===== config.mk =====
export PLATFORM = sky130hd
export DESIGN_NAME = vga_scan_gen
export DESIGN_NICKNAME = d
export VERILOG_FILES = /design/src/rtl/vga_scan_gen.sv
export SDC_FILE = /design/constraint.sdc
export NUM_CORES = 1
export LEC_CHECK = 0
export CORE_ASPECT_RATIO = 0.75
export CORE_UTILIZATION = 50
export CTS_BUF_LIST = sky130_fd_sc_hd__clkbuf_16
export DETAILED_ROUTE_END_ITERATION = 8
export GPL_TIMING_DRIVEN = 1
export PLACE_DENSITY = 0.76
export SLEW_MARGIN = 20
export SYNTH_ARGS = -nofsm -noshare
export SYNTH_HDL_FRONTEND = slang
export SYNTH_SLANG_ARGS = --single-unit

===== constraint.sdc =====
create_clock -name clk -period 2.65 [get_ports clk]
set_input_delay 0.3975 -clock clk [delete_from_list [all_inputs] [get_ports clk]]
set_output_delay 0.3975 -clock clk [all_outputs]
set_load 0.01 [all_outputs]

===== src/rtl/vga_scan_gen.sv =====
// Raster scan generator: divides the system clock to the pixel rate and produces
// scan position, hsync/vsync, video_on and a frame-start pulse.
module vga_scan_gen #(
  parameter int   DIV      = 2,
  parameter int   H_VIS    = 640,
  parameter int   H_FP     = 16,
  parameter int   H_SW     = 96,
  parameter int   H_BP     = 48,
  parameter int   V_VIS    = 480,
  parameter int   V_FP     = 10,
  parameter int   V_SW     = 2,
  parameter int   V_BP     = 33,
  parameter logic SYNC_POL = 1'b0
) (
  input  logic        clk,
  input  logic        BTN_S,
  output logic        pix_tick,
  output logic [10:0] visible_col,
  output logic [10:0] visible_row,
  output logic        video_on,
  output logic        hsync,
  output logic        vsync,
  output logic        frame_start
);

  localparam int H_TOTAL = H_VIS + H_FP + H_SW + H_BP;
  localparam int V_TOTAL = V_VIS + V_FP + V_SW + V_BP;
  localparam int DIV_W   = (DIV > 1) ? $clog2(DIV) : 1;

  localparam logic [DIV_W-1:0] DIV_LAST = DIV_W'(DIV - 1);

  // Count values at which each FSM enters the named phase.
  localparam logic [10:0] H_FRONT_AT = 11'(H_VIS);
  localparam logic [10:0] H_SYNC_AT  = 11'(H_VIS + H_FP);
  localparam logic [10:0] H_BACK_AT  = 11'(H_VIS + H_FP + H_SW);
  localparam logic [10:0] H_LAST     = 11'(H_TOTAL - 1);
  localparam logic [10:0] V_FRONT_AT = 11'(V_VIS);
  localparam logic [10:0] V_SYNC_AT  = 11'(V_VIS + V_FP);
  localparam logic [10:0] V_BACK_AT  = 11'(V_VIS + V_FP + V_SW);
  localparam logic [10:0] V_LAST     = 11'(V_TOTAL - 1);

  localparam logic [1:0] H_VISIBLE = 2'd0;
  localparam logic [1:0] H_FRONT   = 2'd1;
  localparam logic [1:0] H_SYNC    = 2'd2;
  localparam logic [1:0] H_BACK    = 2'd3;
  localparam logic [1:0] V_VISIBLE = 2'd0;
  localparam logic [1:0] V_FRONT   = 2'd1;
  localparam logic [1:0] V_SYNC    = 2'd2;
  localparam logic [1:0] V_BACK    = 2'd3;

  logic [DIV_W-1:0] div_cnt;
  logic [DIV_W-1:0] div_next;
  logic [10:0]      h_cnt;
  logic [10:0]      v_cnt;
  logic [10:0]      h_next;
  logic [10:0]      v_next;
  logic [1:0]       h_state;
  logic [1:0]       v_state;
  logic [1:0]       h_state_next;
  logic [1:0]       v_state_next;
  logic             h_wrap;
  logic             v_wrap;

  // Decoded straight from the divider register so the tick and the advance
  // edge line up with no added latency.
  assign pix_tick    = (div_cnt == DIV_LAST);
  assign visible_col = h_cnt;
  assign visible_row = v_cnt;

  assign div_next = pix_tick ? '0 : div_cnt + 1'b1;
  assign h_wrap   = (h_cnt == H_LAST);
  assign v_wrap   = (v_cnt == V_LAST);
  assign h_next   = h_wrap ? 11'd0 : h_cnt + 11'd1;
  assign v_next   = h_wrap ? (v_wrap ? 11'd0 : v_cnt + 11'd1) : v_cnt;

  always_comb begin
    // NOTE: every always_comb output gets a default first so no path leaves it
    // unassigned, which would otherwise infer a latch.
    h_state_next = h_state;
    case (h_state)
      H_VISIBLE: if (h_next == H_FRONT_AT) h_state_next = H_FRONT;
      H_FRONT:   if (h_next == H_SYNC_AT)  h_state_next = H_SYNC;
      H_SYNC:    if (h_next == H_BACK_AT)  h_state_next = H_BACK;
      default:   if (h_next == 11'd0)      h_state_next = H_VISIBLE;
    endcase
  end

  // Vertical phase moves only on the edge that ends a line.
  always_comb begin
    v_state_next = v_state;
    if (h_wrap) begin
      case (v_state)
        V_VISIBLE: if (v_next == V_FRONT_AT) v_state_next = V_FRONT;
        V_FRONT:   if (v_next == V_SYNC_AT)  v_state_next = V_SYNC;
        V_SYNC:    if (v_next == V_BACK_AT)  v_state_next = V_BACK;
        default:   if (v_next == 11'd0)      v_state_next = V_VISIBLE;
      endcase
    end
  end

  // NOTE: sequential state uses non-blocking assignments so every register
  // samples the pre-edge values, independent of statement order.
  always_ff @(posedge clk or posedge BTN_S) begin
    if (BTN_S) begin
      div_cnt     <= '0;
      h_cnt       <= 11'd0;
      v_cnt       <= 11'd0;
      h_state     <= H_VISIBLE;
      v_state     <= V_VISIBLE;
      video_on    <= 1'b1;
      hsync       <= ~SYNC_POL;
      vsync       <= ~SYNC_POL;
      frame_start <= 1'b0;
    end else begin
      div_cnt     <= div_next;
      frame_start <= 1'b0;
      if (pix_tick) begin
        h_cnt       <= h_next;
        v_cnt       <= v_next;
        h_state     <= h_state_next;
        v_state     <= v_state_next;
        video_on    <= (h_state_next == H_VISIBLE) && (v_state_next == V_VISIBLE);
        hsync       <= (h_state_next == H_SYNC) ? SYNC_POL : ~SYNC_POL;
        vsync       <= (v_state_next == V_SYNC) ? SYNC_POL : ~SYNC_POL;
        frame_start <= h_wrap && v_wrap;
      end
    end
  end

endmodule


==> results of run 1 <==
worst paths after layout:
check                                from             end  slack (ns)  cells after the start
setup / recovery           visible_row[1]        video_on        0.02                      9
setup reg to reg           visible_row[1]        video_on        0.02                      9
min in group asynchronous           BTN_S  visible_col[8]        0.51                      3
hold reg to reg                  video_on        video_on        0.50                      2
hold / removal                   video_on        video_on        0.50                      2
max in group asynchronous           BTN_S           hsync        1.80                      3
state kept, by name (all words and copies together), names as in the netlist:
name	flops
visible_row	11
video_on	1
vsync	1
pix_tick	1
frame_start	1
hsync	1
v_state	2
visible_col	11
h_state	2
cells by family after synthesis:
group,share of synthesized area
xor+xnor,0.07284
buf+inv,0.07065
fa+ha+maj,0.01643
compound gates,0.1813
simple gates,0.2842
mux,0.03340
flops,0.3412
metrics by stage:
step | util | setup slack (ns)
after global placement | 0.6649 | 0.01300
after detailed placement | 0.6649 | -0.02813
after floorplan | - | 0.01350
final | 0.7289 | 0.02277
after global routing | 0.7289 | -0.08646
after CTS | 0.7119 | -0.007888
report_power, final:
| part | total [W] | internal, W | leakage, nW | switching (W) |
|---|---|---|---|---|
| clock | 0.000537 | 0.000337 | 0.0701 | 0.000200 |
| sequential | 0.000474 | 0.000474 | 0.408 | 0 |
| combinational | 0.0000120 | 0.00000236 | 0.746 | 0.00000961 |
| total | 0.00102 | 0.000814 | 1.22 | 0.000209 |
cells in the final DEF (no fill, tap or decap), types with 3 or more instances in the layout:
cell type / netlist / routed
a21oi_1: 8 / 7
a31oi_1: 5 / 5
and4_1: 4 / 4
buf_4: 1 / 44
clkbuf_16: 0 / 5
clkdlybuf4s50_1: 0 / 28
dfrtp_1: 28 / 28
dfstp_2: 3 / 3
inv_1: 10 / 9
mux2_2: 5 / 5
nand2_1: 14 / 14
nand3_1: 12 / 12
nand3b_1: 4 / 4
nand4_1: 10 / 10
nor2_1: 20 / 19
nor3_1: 9 / 8
o21a_1: 3 / 3
o21ai_0: 13 / 12
o31ai_1: 4 / 4
o32ai_1: 3 / 3
xnor2_1: 14 / 14
xor2_1: 5 / 5
final cells by class:
class                           count  area [um2]  share of cell area
Inverter                           10       37.54             0.01225
Sequential cell                    31       779.5              0.2544
Timing Repair Buffer               73       621.8              0.2029
Clock buffer                        5       125.1             0.04083
Multi-Input combinational cell    189        1420              0.4635
Clock inverter                      3       11.26            0.003675
Tap cell                           55       68.82             0.02246
repair_timing:
action | in CTS | in global routing
setup buffers | 4 | 4
setup endpoints to repair | 2 | 5
pin swaps | 7 | 2
resized for setup | 8 | 9
synth_stat cells, drive strengths merged (2+ instances only):
cell / instances
dfstp: 3
clkbuf: 8
xnor2: 14
a31oi: 5
o22ai: 2
inv: 10
and2: 3
o31ai: 4
a21oi: 8
nor4: 2
o32ai: 3
buf: 12
dfrtp: 28
nor3: 10
or3b: 2
ha: 3
mux2: 5
or3: 3
nand2b: 2
o2111ai: 2
o21a: 3
a32oi: 2
o21ai: 15
xor2: 5
nand3b: 4
o41ai: 2
o211ai: 2
nor2b: 2
nand3: 12
nand4: 11
nor4b: 2
nor2: 21
mux2i: 2
and4: 5
and4bb: 2
nand2: 14
and3: 2
or4b: 2
critical path, delay by kind of cell (launching register included):
kind                     cells  cell delay, ns
AND/OR/NAND/NOR              4            1.51
AO/OA/AOI/OAI                3            0.42
flip-flops                   1            0.38
adder cells (fa/ha/maj)      1            0.14
buffers and inverters        1            0.08
per-layer routing:
layer | vias to the layer above | part of all wire | global-route usage
met2 | 73 | 0.42 | 0.3956
met5 | - | 0 | 0
li1 | 1053 | - | -
met3 | 5 | 0.079 | 0.06015
met4 | 0 | 0.0081 | 0.08418
met1 | 1040 | 0.49 | 0.4142
==> flow_metrics.py, run 1 <==
metrics = {
    "run_status": {
        "status": "completed",
    },
    "cells_and_area": {
        "diodes": 0,
        "drive_above_1_share": 0.2765,
        "stdcell_area_um2": 3064,
        "area_growth_pct": 34.12,
        "nets": 315,
        "fillCellCount": 331,
        "fin_cells": 366,
    },
    "routing": {
        "ant_nets": 0,
        "firstDrtPassIters": 5,
        "post_drt_via_cell_ratio": 5.932,
        "wirelength_mm": 6.291,
        "post_drt_wl_per_cell_um": 17.19,
        "initialDrtViolationCount": 199,
        "drc_errors": 0,
        "via_count": 2171,
    },
    "timing": {
        "fmax_ghz": 0.3806,
        "hold_viol_final": 0,
        "hold_slack_ns": 0.4970,
        "fin_crit_ns": 2.627,
        "rsz0062_at_grt": "yes",
        "slew_violations": 0,
        "setup_viol": 0,
        "finalSetupTns_ns": 0,
        "finalCritPeriodShare": 0.9914,
        "relSlewSlack": 0.7315,
        "finClkSkew_ns": 0.007607,
        "tightest_slew_ns": 0.3972,
    },
    "critical_path": {
        "worstPathRequired_ns": 2.83,
        "cp_max_fo": 4,
        "endpoint_kind": "flip-flop",
        "path_common_cell": "or4b_4",
        "crit_path_top_delay_cell": "or4b_4",
        "crit_type": "reg -> reg",
        "slowest_delay_ns": 0.55,
        "startpoint_type": "flip-flop",
        "cp.arrival_ns": 2.81,
        "path_cells": "inv_2 -> ha_4 -> or4b_4 -> nor4_4 -> nand2b_4 -> o2111ai_4 -> or4b_4 -> a31oi_1 -> o32ai_1",
    },
    "logic_synthesis": {
        "synthCells": 250,
        "synth_top_area_frac": 0.3067,
        "yosysUniqueCellTypes": 64,
        "synth.yosys.seq_area_share": 0.3412,
        "syn_area_um2": 2285,
        "synth-edff-count": 0,
        "avgSynthCellArea_um2": 9.139,
        "synth.largest_area_cell": "dfrtp_1",
        "synthArstFlopShare": 1.000,
        "ys_ff_latch": 31,
        "syn_nets": 255,
        "synthFlopType": "dfrtp_1",
        "synthTopCellsByArea": "dfrtp_1 (31%), xnor2_1 (5.4%), dfstp_2 (3.5%)",
        "yosys_warnings": 0,
    },
    "clocking": {
        "cts_hold_buf": 0,
        "cts_tree": "built",
        "cts.clk_slew.worst_paths_ns": 0.05,
        "htreeDepth": 2,
        "cts_root_buf": "clkbuf_16",
        "clk_path_buf_depth": 2,
        "clock_sinks": 31,
        "clock_latency_ns": 0.28,
        "cts_inserted_buffers": 5,
    },
    "grt": {
        "overflow": 0,
        "antenna_found_initial": 0,
        "grt_max_degree": 32,
        "grt_first_pass_wirelength_mm": 9.832,
        "track_usage": 0.2754,
        "first_global_vias": 1999,
    },
    "floorplan": {
        "coreArea_um2": 4204,
        "initial_core_util": 0.5435,
        "die_area_um2": 4847,
        "pin_count": 29,
        "die_w_um": 80.06,
        "die_h_um": 60.54,
        "placementRows": 20,
    },
    "power": {
        "power_w": 0.001023,
        "leakagePower_nw": 1.225,
        "p_per_area_nw_per_um2": 333.9,
        "ir_drop_mv": 0.2794,
    },
    "run": {
        "cap_violations": 0,
    },
    "placement": {
        "port_buffers": 28,
        "placed_cell_area_um2": 2795,
        "gp_congestion": 0.8924,
        "post-place-cells": 351,
        "hpwlAfterDp_mm": 4.338,
    },
    "min_path": {
        "hold_class": "reg -> reg",
    },
}
Note: power is estimated with default switching activity, not from simulation.
==> run 2: changes to the inputs <==
Settings changed: SLEW_MARGIN 20 to default.
==> results of run 2 <==
Same layout as run 1: the final DEF is identical, and so are final timing and power.
==> run 3: changes to the inputs <==
Settings changed: CORE_ASPECT_RATIO 0.75 to 0.6, RECOVER_POWER from default to 25.
==> flow_metrics.py, run 3 (synthesized netlist as in run 1, its figures left out) <==
metrics = {
    "run_status": {
        "status": "complete, but fails checks",
        "violations": "capacitance limit, slew limit",
    },
    "critical_path": {
        "startpoint_type": "flip-flop",
        "endpoint_kind": "flip-flop",
        "r2r_start": "visible_row[1]",
        "cp_max_fo": 6,
        "worstPathRequired_ns": 2.84,
        "cp-startpoint": "visible_row[1]",
        "crit_type": "reg -> reg",
        "critical_path_depth": 10,
        "cp.arrival_ns": 2.80,
        "crit_path_top_delay_cell": "or4b_1",
        "path_buf_inv": 2,
        "slowest_delay_ns": 0.49,
        "ff2ff_path_depth": 10,
        "critPathTopFamily": "simple AND/OR/NAND/NOR gates",
        "path_cells": "inv_1 -> ha_1 -> or4b_4 -> nor4_4 -> buf_6 -> a31o_2 -> a21oi_2 -> or4b_1 -> a31oi_2 -> o32ai_1",
    },
    "placement": {
        "detailedPlace.worstSlack_ns": -0.05929,
        "gp_congestion": 0.9748,
        "hpwlAfterDp_mm": 4.449,
        "port_buffers": 28,
    },
    "routing": {
        "via_count": 2188,
        "firstDrtPassIters": 4,
        "initialDrtViolationCount": 147,
        "post_drt_via_cell_ratio": 6.112,
        "wirelength_mm": 6.328,
        "post_drt_wl_per_cell_um": 17.68,
        "ant_nets": 0,
        "drc_errors": 0,
    },
    "clocking": {
        "cts_root_buf": "clkbuf_16",
        "cts_inserted_buffers": 5,
        "clock_latency_ns": 0.28,
        "cts_hold_buf": 0,
        "cts.clk_slew.worst_paths_ns": 0.05,
        "clk_path_buf_depth": 2,
        "htreeDepth": 2,
        "clock_sinks": 31,
        "cts_tree": "built",
    },
    "cells_and_area": {
        "multi_input_area_um2": 1405,
        "fillCellCount": 329,
        "utilization": 0.6989,
        "diodes": 0,
        "drive_above_1_share": 0.2483,
        "seq_area_um2": 779.5,
        "layout_common_cells": "buf_4 (31), dfrtp_1 (28), clkdlybuf4s50_1 (27), nor2_1 (19)",
        "area_growth_pct": 29.52,
        "nets": 303,
        "final_common_cell": "buf_4",
    },
    "timing": {
        "finalCritPeriodShare": 0.9858,
        "fmax_ghz": 0.3828,
        "hold_slack_ns": 0.5013,
        "slew_violations": 32,
        "setup_viol": 0,
        "tightest_slew_ns": 1.667,
        "relSlewSlack": -0.1112,
        "fin_crit_ns": 2.612,
        "rsz0062_at_grt": "yes",
        "finalSetupTns_ns": 0,
        "finClkSkew_ns": 0.005247,
        "fin_ws_ns": 0.03765,
        "hold_viol_final": 0,
    },
    "min_path": {
        "min_from": "video_on",
        "hold_depth": 2,
        "hold_class": "reg -> reg",
    },
    "floorplan": {
        "initial_core_util": 0.5396,
        "pin_count": 29,
        "die_area_um2": 4852,
        "coreArea_um2": 4234,
        "placementRows": 18,
        "die_h_um": 54.36,
        "die_w_um": 89.27,
    },
    "grt": {
        "antenna_found_initial": 0,
        "grt_max_degree": 32,
        "first_global_vias": 1864,
        "grt_first_pass_wirelength_mm": 9.535,
        "track_usage": 0.2707,
        "overflow": 0,
    },
    "power": {
        "p_per_area_nw_per_um2": 346.3,
        "ir_drop_mv": 0.2243,
        "leakagePower_nw": 1.151,
    },
    "run": {
        "cap_violations": 1,
    },
}
## run 3: changes by cell type in the layout (fill, tap and decap cells not counted), moves of 2 or more
cell,before,now
inv_2,2,0
buf_4,44,31
ha_1,1,3
o2111ai_2,0,2
## run 3: final timing paths
check | slack [ns] | endpoint
worst max-delay path | 0.04 | video_on
worst min-delay path | 0.50 | video_on
worst max register to register | 0.04 | video_on
worst min register to register | 0.50 | video_on
max in group asynchronous | 0.52 | pix_tick
min in group asynchronous | 1.16 | visible_row[5]
## run 3: where the power goes
part / internal, W / switching [W] / leakage, nW
sequential: 0.000474 / 0 / 0.408
clock: 0.000337 / 0.000203 / 0.0671
combinational: 0.00000136 / 0.00000930 / 0.676
total: 0.000813 / 0.000212 / 1.15
## run 3: metrics by stage
stage          power (W)  cell area, um2  instances
4_1_cts         0.001034            2879        355
6_report        0.001025            2959        358
5_1_grt         0.001050            2959        358
2_1_floorplan  0.0004890            2285        250
3_5_place_dp   0.0004948            2741        348
3_3_place_gp   0.0004947            2741        348
## run 3: cell type report
class / count / share of cell area
clock inverter: 2 / 0.002960
timing repair buffer: 61 / 0.1784
sequential: 31 / 0.2634
inverter: 10 / 0.01268
multi-input combinational: 189 / 0.4748
clock buffer: 5 / 0.04228
tap: 60 / 0.02537
## run 3: routing by layer
metal,vias up,routed length [um],part of all wire,global-route usage
li1,1032,-,-,-
met1,1045,3087,0.49,0.4206
met2,100,2631,0.42,0.3562
met3,11,537,0.085,0.07843
met4,0,72,0.011,0.06878
met5,-,0,0,0
## run 3: timing repair
| item | 4_1_cts | 5_1_grt |
|---|---|---|
| buffers inserted | 0 | 3 |
| endpoints found under the setup margin | 3 | 6 |
| pin swaps | 1 | 0 |
| gates resized for setup | 1 | 11 |
## run 3: worst min-delay path, cell delays in order, from the launching register on
cell and delay [ns]:
dfstp_2 0.37, inv_1 0.05, o32ai_1 0.07
